===== config.mk =====
export PLATFORM = sky130hd
export DESIGN_NAME = seq_div16_flat
export DESIGN_NICKNAME = d
export VERILOG_FILES = /design/src/rtl/seq_div16_pkg.sv /design/src/rtl/seq_div16_if.sv /design/src/rtl/seq_div16_div_step.sv /design/src/rtl/seq_div16.sv /design/src/flat_wrapper.sv
export SDC_FILE = /design/constraint.sdc
export NUM_CORES = 1
export LEC_CHECK = 0
export CORE_ASPECT_RATIO = 1.4
export CORE_MARGIN = 2
export CORE_UTILIZATION = 47
export DETAILED_ROUTE_END_ITERATION = 8
export PLACE_DENSITY = 0.75
export SYNTH_ARGS = -nofsm -noshare
export SYNTH_HDL_FRONTEND = slang
export SYNTH_SLANG_ARGS = --single-unit

===== constraint.sdc =====
create_clock -name clk -period 2.86 [get_ports clk]
set_input_delay 0.572 -clock clk [delete_from_list [all_inputs] [get_ports clk]]
set_output_delay 0.572 -clock clk [all_outputs]
set_load 0.01 [all_outputs]

===== src/rtl/seq_div16_pkg.sv =====
// ==================================================================
// seq_div16_pkg : shared widths and FSM state encoding for seq_div16
// Rev 1.0
// ==================================================================
`default_nettype none

package seq_div16_pkg;

   localparam int DIV_DW = 16;
   localparam int DIV_VW = 8;

   typedef enum logic [1:0] {
      S_IDLE = 2'd0,
      S_BUSY = 2'd1,
      S_DONE = 2'd2
   } state_t;

endpackage

`default_nettype wire


===== src/rtl/seq_div16_if.sv =====
// ==================================================================
// seq_div16_if : request/result bundle between operand source and divider
// Rev 1.0
// ==================================================================
`default_nettype none

interface seq_div16_if #(
   parameter int DW = 16,
   parameter int VW = 8
);
   logic          start;
   logic [DW-1:0] dividend;
   logic [VW-1:0] divisor;
   logic          busy;
   logic          done;
   logic [DW-1:0] quot;
   logic [VW-1:0] rem;
   logic          div_zero;

   modport master (
      output start, dividend, divisor,
      input  busy, done, quot, rem, div_zero
   );

   modport slave (
      input  start, dividend, divisor,
      output busy, done, quot, rem, div_zero
   );
endinterface

`default_nettype wire


===== src/rtl/seq_div16_div_step.sv =====
// ==================================================================
// div_step : one combinational restoring-division step
// Rev 1.0
// ==================================================================
`default_nettype none

module div_step
   import seq_div16_pkg::*;
#(
   parameter int VW = DIV_VW
) (
   input  logic [VW:0]   prem,
   input  logic          din,
   input  logic [VW-1:0] dsr,
   output logic [VW:0]   prem_next,
   output logic          qbit
);

   // prem < dsr is invariant, so the top bit of the shifted value is always 0;
   // carrying it keeps the compare width-safe without any overflow case.
   logic [VW+1:0] shifted;

   assign shifted   = {prem, din};
   assign qbit      = (shifted >= {2'b00, dsr});
   assign prem_next = qbit ? (VW+1)'(shifted - {2'b00, dsr}) : (VW+1)'(shifted);

endmodule

`default_nettype wire


===== src/rtl/seq_div16.sv =====
// ==================================================================
// seq_div16 : sequential 16/8 unsigned restoring divider, 1 quotient bit/clk
// Rev 1.0
// ==================================================================
`default_nettype none

module seq_div16
   import seq_div16_pkg::*;
#(
   parameter int DW = DIV_DW,
   parameter int VW = DIV_VW
) (
   input  logic       clk,
   input  logic       rst_n,
   seq_div16_if.slave bus
);

   localparam int CW = $clog2(DW);

   state_t        state;
   state_t        state_next;
   logic          accept;
   logic          last_step;
   logic          qbit;
   logic [VW:0]   prem;
   logic [VW:0]   prem_next;
   logic [DW-1:0] dvd;
   logic [VW-1:0] dsr;
   logic [CW-1:0] cnt;

   always_ff @(posedge clk or negedge rst_n) begin
      if (!rst_n) begin
         state <= S_IDLE;
      end else begin
         state <= state_next;
      end
   end

   always_comb begin
      state_next = state;
      accept     = 1'b0;
      last_step  = 1'b0;
      case (state)
         S_IDLE: begin
            if (bus.start) begin
               accept     = 1'b1;
               state_next = (bus.divisor == '0) ? S_DONE : S_BUSY;
            end
         end
         S_BUSY: begin
            if (cnt == CW'(DW - 1)) begin
               last_step  = 1'b1;
               state_next = S_DONE;
            end
         end
         S_DONE: begin
            if (bus.start) begin
               accept     = 1'b1;
               state_next = (bus.divisor == '0) ? S_DONE : S_BUSY;
            end else begin
               state_next = S_IDLE;
            end
         end
         default: state_next = S_IDLE;
      endcase
   end

   assign bus.busy = (state == S_BUSY);
   assign bus.done = (state == S_DONE);

   div_step #(
      .VW (VW)
   ) u_step (
      .prem      (prem),
      .din       (dvd[DW-1]),
      .dsr       (dsr),
      .prem_next (prem_next),
      .qbit      (qbit)
   );

   // Quotient bits shift into the vacated LSBs of the dividend register,
   // so after DW steps it holds the full quotient.
   always_ff @(posedge clk or negedge rst_n) begin
      if (!rst_n) begin
         dvd          <= '0;
         dsr          <= '0;
         prem         <= '0;
         cnt          <= '0;
         bus.quot     <= '0;
         bus.rem      <= '0;
         bus.div_zero <= 1'b0;
      end else if (accept) begin
         dvd          <= bus.dividend;
         dsr          <= bus.divisor;
         prem         <= '0;
         cnt          <= '0;
         bus.div_zero <= (bus.divisor == '0);
         if (bus.divisor == '0) begin
            bus.quot <= '1;
            bus.rem  <= bus.dividend[VW-1:0];
         end
      end else if (state == S_BUSY) begin
         prem <= prem_next;
         dvd  <= {dvd[DW-2:0], qbit};
         cnt  <= cnt + 1'b1;
         if (last_step) begin
            bus.quot <= {dvd[DW-2:0], qbit};
            bus.rem  <= prem_next[VW-1:0];
         end
      end
   end

endmodule

`default_nettype wire


===== src/flat_wrapper.sv =====
// flat-port wrapper written by rule: the top's interface ports become plain ports
module seq_div16_flat import seq_div16_pkg::*;
#(
   parameter int DW = DIV_DW,
   parameter int VW = DIV_VW
)
  (clk, rst_n, bus_start, bus_dividend, bus_divisor, bus_busy, bus_done, bus_quot, bus_rem, bus_div_zero);
  seq_div16_if #(.DW(DW), .VW(VW)) bus_i ();
  input  logic clk;
  input  logic rst_n;
  input wire logic [$bits(bus_i.start)-1:0] bus_start;
  input wire logic [$bits(bus_i.dividend)-1:0] bus_dividend;
  input wire logic [$bits(bus_i.divisor)-1:0] bus_divisor;
  output wire logic [$bits(bus_i.busy)-1:0] bus_busy;
  output wire logic [$bits(bus_i.done)-1:0] bus_done;
  output wire logic [$bits(bus_i.quot)-1:0] bus_quot;
  output wire logic [$bits(bus_i.rem)-1:0] bus_rem;
  output wire logic [$bits(bus_i.div_zero)-1:0] bus_div_zero;
  assign bus_i.start = bus_start;
  assign bus_i.dividend = bus_dividend;
  assign bus_i.divisor = bus_divisor;
  assign bus_busy = bus_i.busy;
  assign bus_done = bus_i.done;
  assign bus_quot = bus_i.quot;
  assign bus_rem = bus_i.rem;
  assign bus_div_zero = bus_i.div_zero;
  seq_div16 #(.DW(DW), .VW(VW)) u_core (.clk(clk), .rst_n(rst_n), .bus(bus_i));
endmodule

==> results of run 1 <==
## through the flow
stage | instances | util | area (um2) | hold WS [ns] | power, mW
6_report | 440 | 0.6021 | 3902 | 0.2591 | 5.246
5_1_grt | 440 | 0.6021 | 3902 | 0.3158 | 5.611
4_1_cts | 439 | 0.6010 | 3895 | 0.2739 | 5.222
3_5_place_dp | 425 | 0.5743 | 3722 | 0.4642 | 4.507
3_3_place_gp | 425 | 0.5743 | 3722 | 0.4642 | 4.425
2_1_floorplan | 309 | - | 3099 | 0.2764 | 3.559
## layer usage
layer,vias to the layer above,track usage
met5,-,0
met3,5,0.03213
met1,1226,0.2904
met4,0,0.07265
met2,105,0.3497
li1,1217,-
## cell families (layout without fill, tap and decap cells)
kind of cell	Yosys count	count (layout)
AOI/OAI and AO/OA	99	99
and+or+nand+nor	89	89
DFF	64	64
buffers and inverters	33	90
adders and majority gates	10	10
muxes	8	8
xor gates and xnor gates	6	6
## state kept, by name (all words and copies together), names as in the netlist
signal	cells
u_core.bus.quot	16
u_core.dvd	16
u_core.prem	9
u_core.bus.rem	8
u_core.dsr	8
u_core.cnt	4
u_core.state	2
u_core.bus.div_zero	1
## repair_timing
item / in CTS / in global routing
hold buffers: 0 / 0
hold endpoints to repair: 0 / 0
buffers inserted: 0 / 1
setup endpoints to repair: 0 / 4
resized for setup: 0 / 0
## critical path, delay by kind of cell, from the launching register on
family / cells / cell delay (ns)
buffers and inverters: 3 / 0.31
adder cells (fa/ha/maj): 2 / 0.55
multiplexers: 1 / 0.34
AO/OA/AOI/OAI: 4 / 1.06
flip-flops: 1 / 0.36
## worst max path at each step
stage                             end           start  slack [ns]  depth (start not counted)
detailed placement  u_core.bus.rem[3]  u_core.dvd[15]        0.10                         10
finish                 u_core.prem[0]  u_core.dvd[15]        0.17                         10
global placement    u_core.bus.rem[3]  u_core.dvd[15]        0.24                         10
floorplan           u_core.bus.rem[2]  u_core.dvd[15]        0.20                         10
global route        u_core.bus.rem[2]  u_core.dvd[15]        0.03                         10
CTS                 u_core.bus.rem[3]  u_core.dvd[15]        0.11                         10
## layout make-up
cell class / instances / area, um2 / share of cell area
timing repair buffer: 62 / 618.1 / 0.1584
sequential: 64 / 1602 / 0.4104
clock buffer: 14 / 172.7 / 0.04425
multi-input combinational: 212 / 1365 / 0.3498
tap: 74 / 92.59 / 0.02373
inverter: 14 / 52.55 / 0.01347
## power by group through the flow
stage / Clock, mW / Combinational [mW] / Sequential (mW)
2_1_floorplan: 0 / 1.87 / 1.69
3_3_place_gp: 0 / 2.73 / 1.70
3_5_place_dp: 0 / 2.80 / 1.70
4_1_cts: 0.699 / 2.83 / 1.70
5_1_grt: 0.743 / 3.12 / 1.75
6_report: 0.688 / 2.86 / 1.70
## cells in the mapped netlist, types with 2 or more instances
| cell | n |
|---|---|
| sky130_fd_sc_hd__o22a_1 | 15 |
| sky130_fd_sc_hd__ha_1 | 9 |
| sky130_fd_sc_hd__nand2b_1 | 3 |
| sky130_fd_sc_hd__o211ai_1 | 3 |
| sky130_fd_sc_hd__xor2_1 | 3 |
| sky130_fd_sc_hd__nor2_1 | 17 |
| sky130_fd_sc_hd__o21ai_1 | 4 |
| sky130_fd_sc_hd__a21o_1 | 5 |
| sky130_fd_sc_hd__or4_1 | 2 |
| sky130_fd_sc_hd__a32oi_1 | 2 |
| sky130_fd_sc_hd__o21ai_0 | 23 |
| sky130_fd_sc_hd__dfrtp_1 | 64 |
| sky130_fd_sc_hd__nor3_1 | 2 |
| sky130_fd_sc_hd__o31ai_1 | 3 |
| sky130_fd_sc_hd__mux2i_1 | 7 |
| sky130_fd_sc_hd__xnor2_1 | 3 |
| sky130_fd_sc_hd__nand2_1 | 48 |
| sky130_fd_sc_hd__nor2b_1 | 4 |
| sky130_fd_sc_hd__nor3b_1 | 2 |
| sky130_fd_sc_hd__and3_1 | 2 |
| sky130_fd_sc_hd__a31oi_1 | 7 |
| sky130_fd_sc_hd__nand4_1 | 2 |
| sky130_fd_sc_hd__a21oi_1 | 13 |
| sky130_fd_sc_hd__a22oi_1 | 16 |
| sky130_fd_sc_hd__clkbuf_1 | 16 |
| sky130_fd_sc_hd__inv_1 | 13 |
| sky130_fd_sc_hd__a211o_1 | 2 |
==> parameters.txt, run 1 <==
Parameter                              Value

Placed design
  HPWL after detailed placement ... around 5300 um
  Final weighted congestion in routability-driven placement ... 0.8580
  Count of input and output buffers ... between 50 and 60
  Worst slack at placement ... 0.1031 ns

Floorplanning
  Count of pins on the block boundary ... 54
  Core Rows ... 35
  Die extent in y ... between 100 and 150 um
  Floorplan Core Area ... 0.006481 mm2
  Area of the die ... 0.007269 mm2
  Starting density of the core ... 0.4782
  Die Wd ... 72.63 um

Setup path
  Crit path required time ... 3.12 ns
  Most frequent cell on the critical path ... sky130_fd_sc_hd__inv_1
  Destination of the worst register-to-register timing path ... u_core.prem[0]
  Startpoint of the worst register-to-register path ... u_core.dvd[15]
  Series of cell instances along the critical path ... inv_1, ha_1, inv_1, fa_1, a21o_1, a211o_1, a2111oi_4, buf_4, mux2_2, a21oi_1
  Data arrival time at the worst-slack endpoint ... just under 3 ns
  Length in cells of the worst reg-to-reg path ... 10
  Worst Path Max Fanout ... 3
  Crit end category ... flop
  Slowest stage cell, crit path ... sky130_fd_sc_hd__fa_1
  Crit path largest cell delay ... 0.39 ns
  R2R Setup Slk ... 0.17 ns
  Category of the worst setup path launch point ... flop
  Critical path class ... reg -> reg

Power and ir drop
  Sw frac ... 0.4052
  Clock Power Share ... 0.131
  Share of power burned in combinational logic ... 0.545
  Cell Pwr Density ... around 1300 mW/mm2
  Largest vdd supply drop ... 0.0007176 V
  Sequential fraction of design power ... 0.324
  Int Power ... between 3 and 4 mW
  Sw Pwr ... 2.126 mW
  Reported leakage power ... 1.715 nW

Timing
  Clock tree skew after final layout ... 0.008040 ns
  Fraction of the cycle the final worst path needs ... 0.9417
  Post-Route Setup TNS ... 0 ns
  Worst rel slew slack ... 0.4833
  Slew at the pin closest to its max-slew limit ... 0.7732 ns
  Fmax ... 371.3 MHz
  Hold Violations, Final ... 0
  Count of final setup violators ... 0
  RSZ-0062 raised after global routing ... false
  Post-layout min period ... 2.693 ns
  Number of slew-limit violations in the final report ... 0
  Post-layout worst setup margin ... 0.1667 ns

Yosys
  Post-synthesis share of cell area spent on xor and xnor gates ... 0.01696
  Fraction of the mapped netlist area in adder cells ... 0.04279
  Biggest area consumer among synthesized cells ... sky130_fd_sc_hd__dfrtp_1
  Post-synth top area share ... 0.5168
  Area fraction in compound gates after synthesis ... 0.2208
  Syn nets ... between 300 and 400
  Mux cell area share after synthesis ... 0.02624
  Average footprint of a synthesized cell ... 10.03 um2
  Gate Count Post-Synth ... between 300 and 400
  Flop and latch count out of synthesis ... between 60 and 70
  Synth Area in Simple Gates ... 0.1328
  Main flop type after synthesis ... sky130_fd_sc_hd__dfrtp_1
  Cell Area, Synth ... 0.003099 mm2
  Sequential-to-total area share from yosys stat ... 0.5168
  Synth warnings ... 0
  Synth async-reset ratio ... 1.000
  Number of flops mapped to enable cells by yosys ... 0
  Largest family of logic cells by synthesized area ... compound AO/OA/AOI/OAI gates
  Cell variety after synth ... between 40 and 50
  Synth top area cells ... sky130_fd_sc_hd__dfrtp_1, sky130_fd_sc_hd__nand2_1, sky130_fd_sc_hd__o22a_1

Clock network
  Number of buffers created by CTS ... 9
  Clock latency on the worst-skew pair ... 0.34 ns
  Clock buffer depth ... 2
  Num Clock Sinks ... 64
  Root buffer selected by CTS ... sky130_fd_sc_hd__clkbuf_8
  TritonCTS clock tree ... done
  Level count of the clock H-tree ... 3
  Worst-path clk slew ... 0.06 ns

Finish
  Area growth syn-to-layout ... 25.92%
  Most frequent cells in the layout ... sky130_fd_sc_hd__dfrtp_1, sky130_fd_sc_hd__clkdlybuf4s50_1, sky130_fd_sc_hd__nand2_1
  Post-layout net count ... 400
  Count of filler cells inserted in the layout ... 571
  Proportion of layout cells with a drive suffix above 1 ... 0.08197
  Commonest non-fill, non-tap cell in the layout ... sky130_fd_sc_hd__dfrtp_1
  Antenna Diode Count ... 0

Detailed routing
  Routed met2 length ... roughly 3800 um
  Total wire length ... 7446 um
  Total via count in the routed design ... approximately 2600
  Via density per instance ... 5.802
  Wire per inst ... 16.92 um
  Top layer used by detailed routing ... met4
  Detail Route met3 WL ... 462 um
  Number of DRC violations after detailed routing ... 0
  Post-detailed-route count of antenna-violating nets ... 0
  Initial DRC count ... 219
  Total routed wire length on the met1 layer ... ~3100 um
  Number of detailed-routing iterations run before antenna repair ... 5

Global routing
  Aggregate global routing overflow ... 0
  Largest net degree at the start of global routing ... 37
  Number of antenna violations at the first check in global routing ... 0
  GRT Util Overall ... 0.2139
  First-pass GRT wire length ... 12010 um
  Via count of the first global-routing pass ... 2481

Run
  Max Cap Viol ... 0

Min path
  Min-Delay Path Class ... in -> async

Outcome
  Status ... completed
(Power assumes the default switching activity.)
==> run 2, diff against run 1 <==
- CAP_MARGIN: not set -> 20
- CTS_BUF_LIST: not set -> sky130_fd_sc_hd__clkbuf_4 sky130_fd_sc_hd__clkbuf_8 sky130_fd_sc_hd__clkbuf_16
==> run 2 against run 1 <==
  * Non-clock buffer count unchanged
  * Wire length increased by 0.24%
  * Worst setup slack got worse by 0.011 ns
  * Final area increased by 0.19%
  * Register-to-register slack about the same
  * Global-route usage about the same
  * Total power increased by 0.39%
  * Clock power increased by 3%
  * Via count decreased by 0.43%
  * Critical path type unchanged
  * Largest power group unchanged
==> parameters.txt, run 2 (synthesis results as in run 1) <==
Parameter                              Value

Floorplanning
  Die extent in y ... 100.1 um (unchanged)
  Floorplan Core Area ... 0.006481 mm2 (unchanged)
  Die Wd ... 72.63 um (unchanged)
  Starting density of the core ... 0.4782 (unchanged)
  Core Rows ... 35 (unchanged)
  Count of pins on the block boundary ... 54 (unchanged)
  Area of the die ... 0.007269 mm2 (unchanged)

Detailed routing
  Number of detailed-routing iterations run before antenna repair ... 4 (-1)
  Total wire length ... 7464 um (+0.24%)
  Number of DRC violations after detailed routing ... 0 (unchanged)
  Post-detailed-route count of antenna-violating nets ... 0 (unchanged)
  Wire per inst ... 16.96 um (+0.24%)
  Initial DRC count ... 193 (-12%)
  Total via count in the routed design ... 2542 (-0.43%)
  Via density per instance ... 5.777 (-0.43%)

Clock network
  Num Clock Sinks ... 64 (unchanged)
  Level count of the clock H-tree ... 3 (unchanged)
  Worst-path clk slew ... 0.07 ns (about the same)
  Clock buffer depth ... 2 (unchanged)
  TritonCTS clock tree ... done
  Number of buffers created by CTS ... 9 (unchanged)
  Clock latency on the worst-skew pair ... 0.34 ns (about the same)
  Root buffer selected by CTS ... sky130_fd_sc_hd__clkbuf_8

Power and ir drop
  Sequential fraction of design power ... 0.323 (about the same)
  Reported leakage power ... 1.722 nW (+0.40%)
  Sw Pwr ... 2.127 mW (about the same)
  Share of power burned in combinational logic ... 0.543 (-0.002)
  Int Power ... 3.139 mW (+0.60%)
  Sw frac ... 0.4039 (-0.001253)
  Largest vdd supply drop ... 0.0007176 V (about the same)
  Cell Pwr Density ... 1347 mW/mm2 (+0.20%)
  Clock Power Share ... 0.134 (+0.003)

Setup path
  Critical path class ... reg -> reg
  Crit path required time ... 3.12 ns (about the same)
  Series of cell instances along the critical path ... inv_1, ha_1, inv_1, fa_1, a21o_1, a211o_1, a2111oi_4, buf_4, mux2_2, a21oi_1
  Crit path largest cell delay ... 0.39 ns (about the same)
  Family with the most delay on the worst path ... compound AO/OA/AOI/OAI gates
  Worst Path Max Fanout ... 3 (unchanged)
  Data arrival time at the worst-slack endpoint ... 2.97 ns (about the same)
  Combined buffer and inverter count along the critical path ... 3 (unchanged)
  Crit end category ... flop
  Category of the worst setup path launch point ... flop
  Slowest stage cell, crit path ... sky130_fd_sc_hd__fa_1
  Most frequent cell on the critical path ... sky130_fd_sc_hd__inv_1

Finish
  Commonest non-fill, non-tap cell in the layout ... sky130_fd_sc_hd__dfrtp_1
  Largest registers ... u_core.bus.quot (16), u_core.dvd (16), u_core.prem (9)
  Antenna Diode Count ... 0 (unchanged)
  Most frequent cells in the layout ... sky130_fd_sc_hd__dfrtp_1, sky130_fd_sc_hd__clkdlybuf4s50_1, sky130_fd_sc_hd__nand2_1
  Post-layout util ... 0.6033 (+0.001158)
  Proportion of layout cells with a drive suffix above 1 ... 0.08743 (+0.005464)
  Area growth syn-to-layout ... 26.16%
  Count of filler cells inserted in the layout ... 569 (-0.35%)
  Post-layout net count ... 400 (unchanged)
  Layout Cell Area excl Fill ... 0.003910 mm2 (+0.19%)

Timing
  Fraction of the cycle the final worst path needs ... 0.9455 (+0.003809)
  Number of slew-limit violations in the final report ... 0 (unchanged)
  Hold slack ... 0.2571 ns (-0.002039 ns)
  Post-Route Setup TNS ... 0 ns (unchanged)
  Count of final setup violators ... 0 (unchanged)
  Worst rel slew slack ... 0.4885 (+0.005254)
  Slew at the pin closest to its max-slew limit ... 0.7653 ns (-0.007861 ns)
  Hold Violations, Final ... 0 (unchanged)
  Clock tree skew after final layout ... 0.007266 ns (-0.0007747 ns)
  Fmax ... 369.8 MHz (-0.40%)
  Post-layout min period ... 2.704 ns (+0.01089 ns)
  RSZ-0062 raised after global routing ... false

Outcome
  Status ... completed

Global routing
  Global-route met1 utilization ... 0.2930 (+0.002658)
  First-pass GRT wire length ... 12010 um (about the same)
  GRT Util Overall ... 0.2141 (about the same)
  Met3 capacity usage during global routing ... 0.03213 (unchanged)
  M2 GR Usage ... 0.3476 (-0.002098)
  Via count of the first global-routing pass ... 2468 (-0.52%)
  Largest net degree at the start of global routing ... 37 (unchanged)
  Aggregate global routing overflow ... 0 (unchanged)
  Global route hottest layer ... met2
  Number of antenna violations at the first check in global routing ... 0 (unchanged)

Min path
  Min-Delay Path Class ... in -> async

Placed design
  HPWL after detailed placement ... 5319 um (unchanged)
  Post-placement cell area ... 0.003722 mm2 (unchanged)
  Count of input and output buffers ... 53 (unchanged)
  Final weighted congestion in routability-driven placement ... 0.8580 (unchanged)

Run
  Max Cap Viol ... 0 (unchanged)
run 2: changes by cell type in the layout (fill, tap and decap cells not counted):
cell                       delta
sky130_fd_sc_hd__clkbuf_4     +2
sky130_fd_sc_hd__clkbuf_1     -2
run 2: metrics by stage:
| step | std cells | worst slack (ns) | total power, mW |
|---|---|---|---|
| finish | 440 | 0.1558 | 5.266 |
| global route | 440 | 0.02251 | 5.633 |
| CTS | 439 | 0.09995 | 5.241 |
| detailed placement | 425 | 0.1031 | 4.507 |
| global placement | 425 | 0.2403 | 4.425 |
| floorplan | 309 | 0.2034 | 3.559 |
run 2: timing repair:
| action | CTS | global route |
|---|---|---|
| buffers inserted | 0 | 1 |
| gates resized for setup | 0 | 0 |
| hold endpoints to repair | 0 | 0 |
| setup endpoints to repair | 0 | 6 |
| hold buffers | 0 | 0 |
run 2: layout make-up:
type	count	area, um2	area share
flip-flops and latches	64	1602	0.4096
multi-input cells	212	1365	0.3491
well taps	74	92.59	0.02368
repair buffers	62	618.1	0.1581
inverters	14	52.55	0.01344
clock buffers	14	180.2	0.04608
run 2: worst paths after layout:
kind | start | to | slack [ns] | depth (start not counted)
max in group asynchronous | rst_n | u_core.cnt[2] | 1.99 | 2
hold reg to reg | u_core.bus.div_zero | u_core.bus.div_zero | 0.48 | 1
setup reg to reg | u_core.dvd[15] | u_core.prem[0] | 0.16 | 10
hold / removal | rst_n | u_core.bus.quot[10] | 0.26 | 1
setup / recovery | u_core.dvd[15] | u_core.prem[0] | 0.16 | 10
min in group clk | u_core.bus.div_zero | u_core.bus.div_zero | 0.48 | 1
run 2: worst register-to-register path: cells and delay by family, from the launching register on:
| family | cells | cell delay (ns) |
|---|---|---|
| multiplexers | 1 | 0.34 |
| flip-flops | 1 | 0.36 |
| adder cells (fa/ha/maj) | 2 | 0.55 |
| AO/OA/AOI/OAI | 4 | 1.06 |
| buffers and inverters | 3 | 0.32 |
run 2: power by group through the flow:
stage	logic (mW)	clock network, mW	registers [mW]
floorplan	1.87	0	1.69
global placement	2.73	0	1.70
detailed placement	2.80	0	1.70
CTS	2.83	0.719	1.70
global route	3.12	0.766	1.75
finish	2.86	0.706	1.70
run 2: metal layers:
layer,vias to the layer above,part of all wire
met4,0,0.010
met2,91,0.50
met3,9,0.056
met1,1227,0.43
li1,1215,-
met5,-,0
==> run 3, diff against run 2 <==
- CAP_MARGIN: 20 -> 10
- SKIP_LAST_GASP: not set -> 1
==> results of run 3 <==
The final DEF is identical to that of run 2; final timing and power are the same.
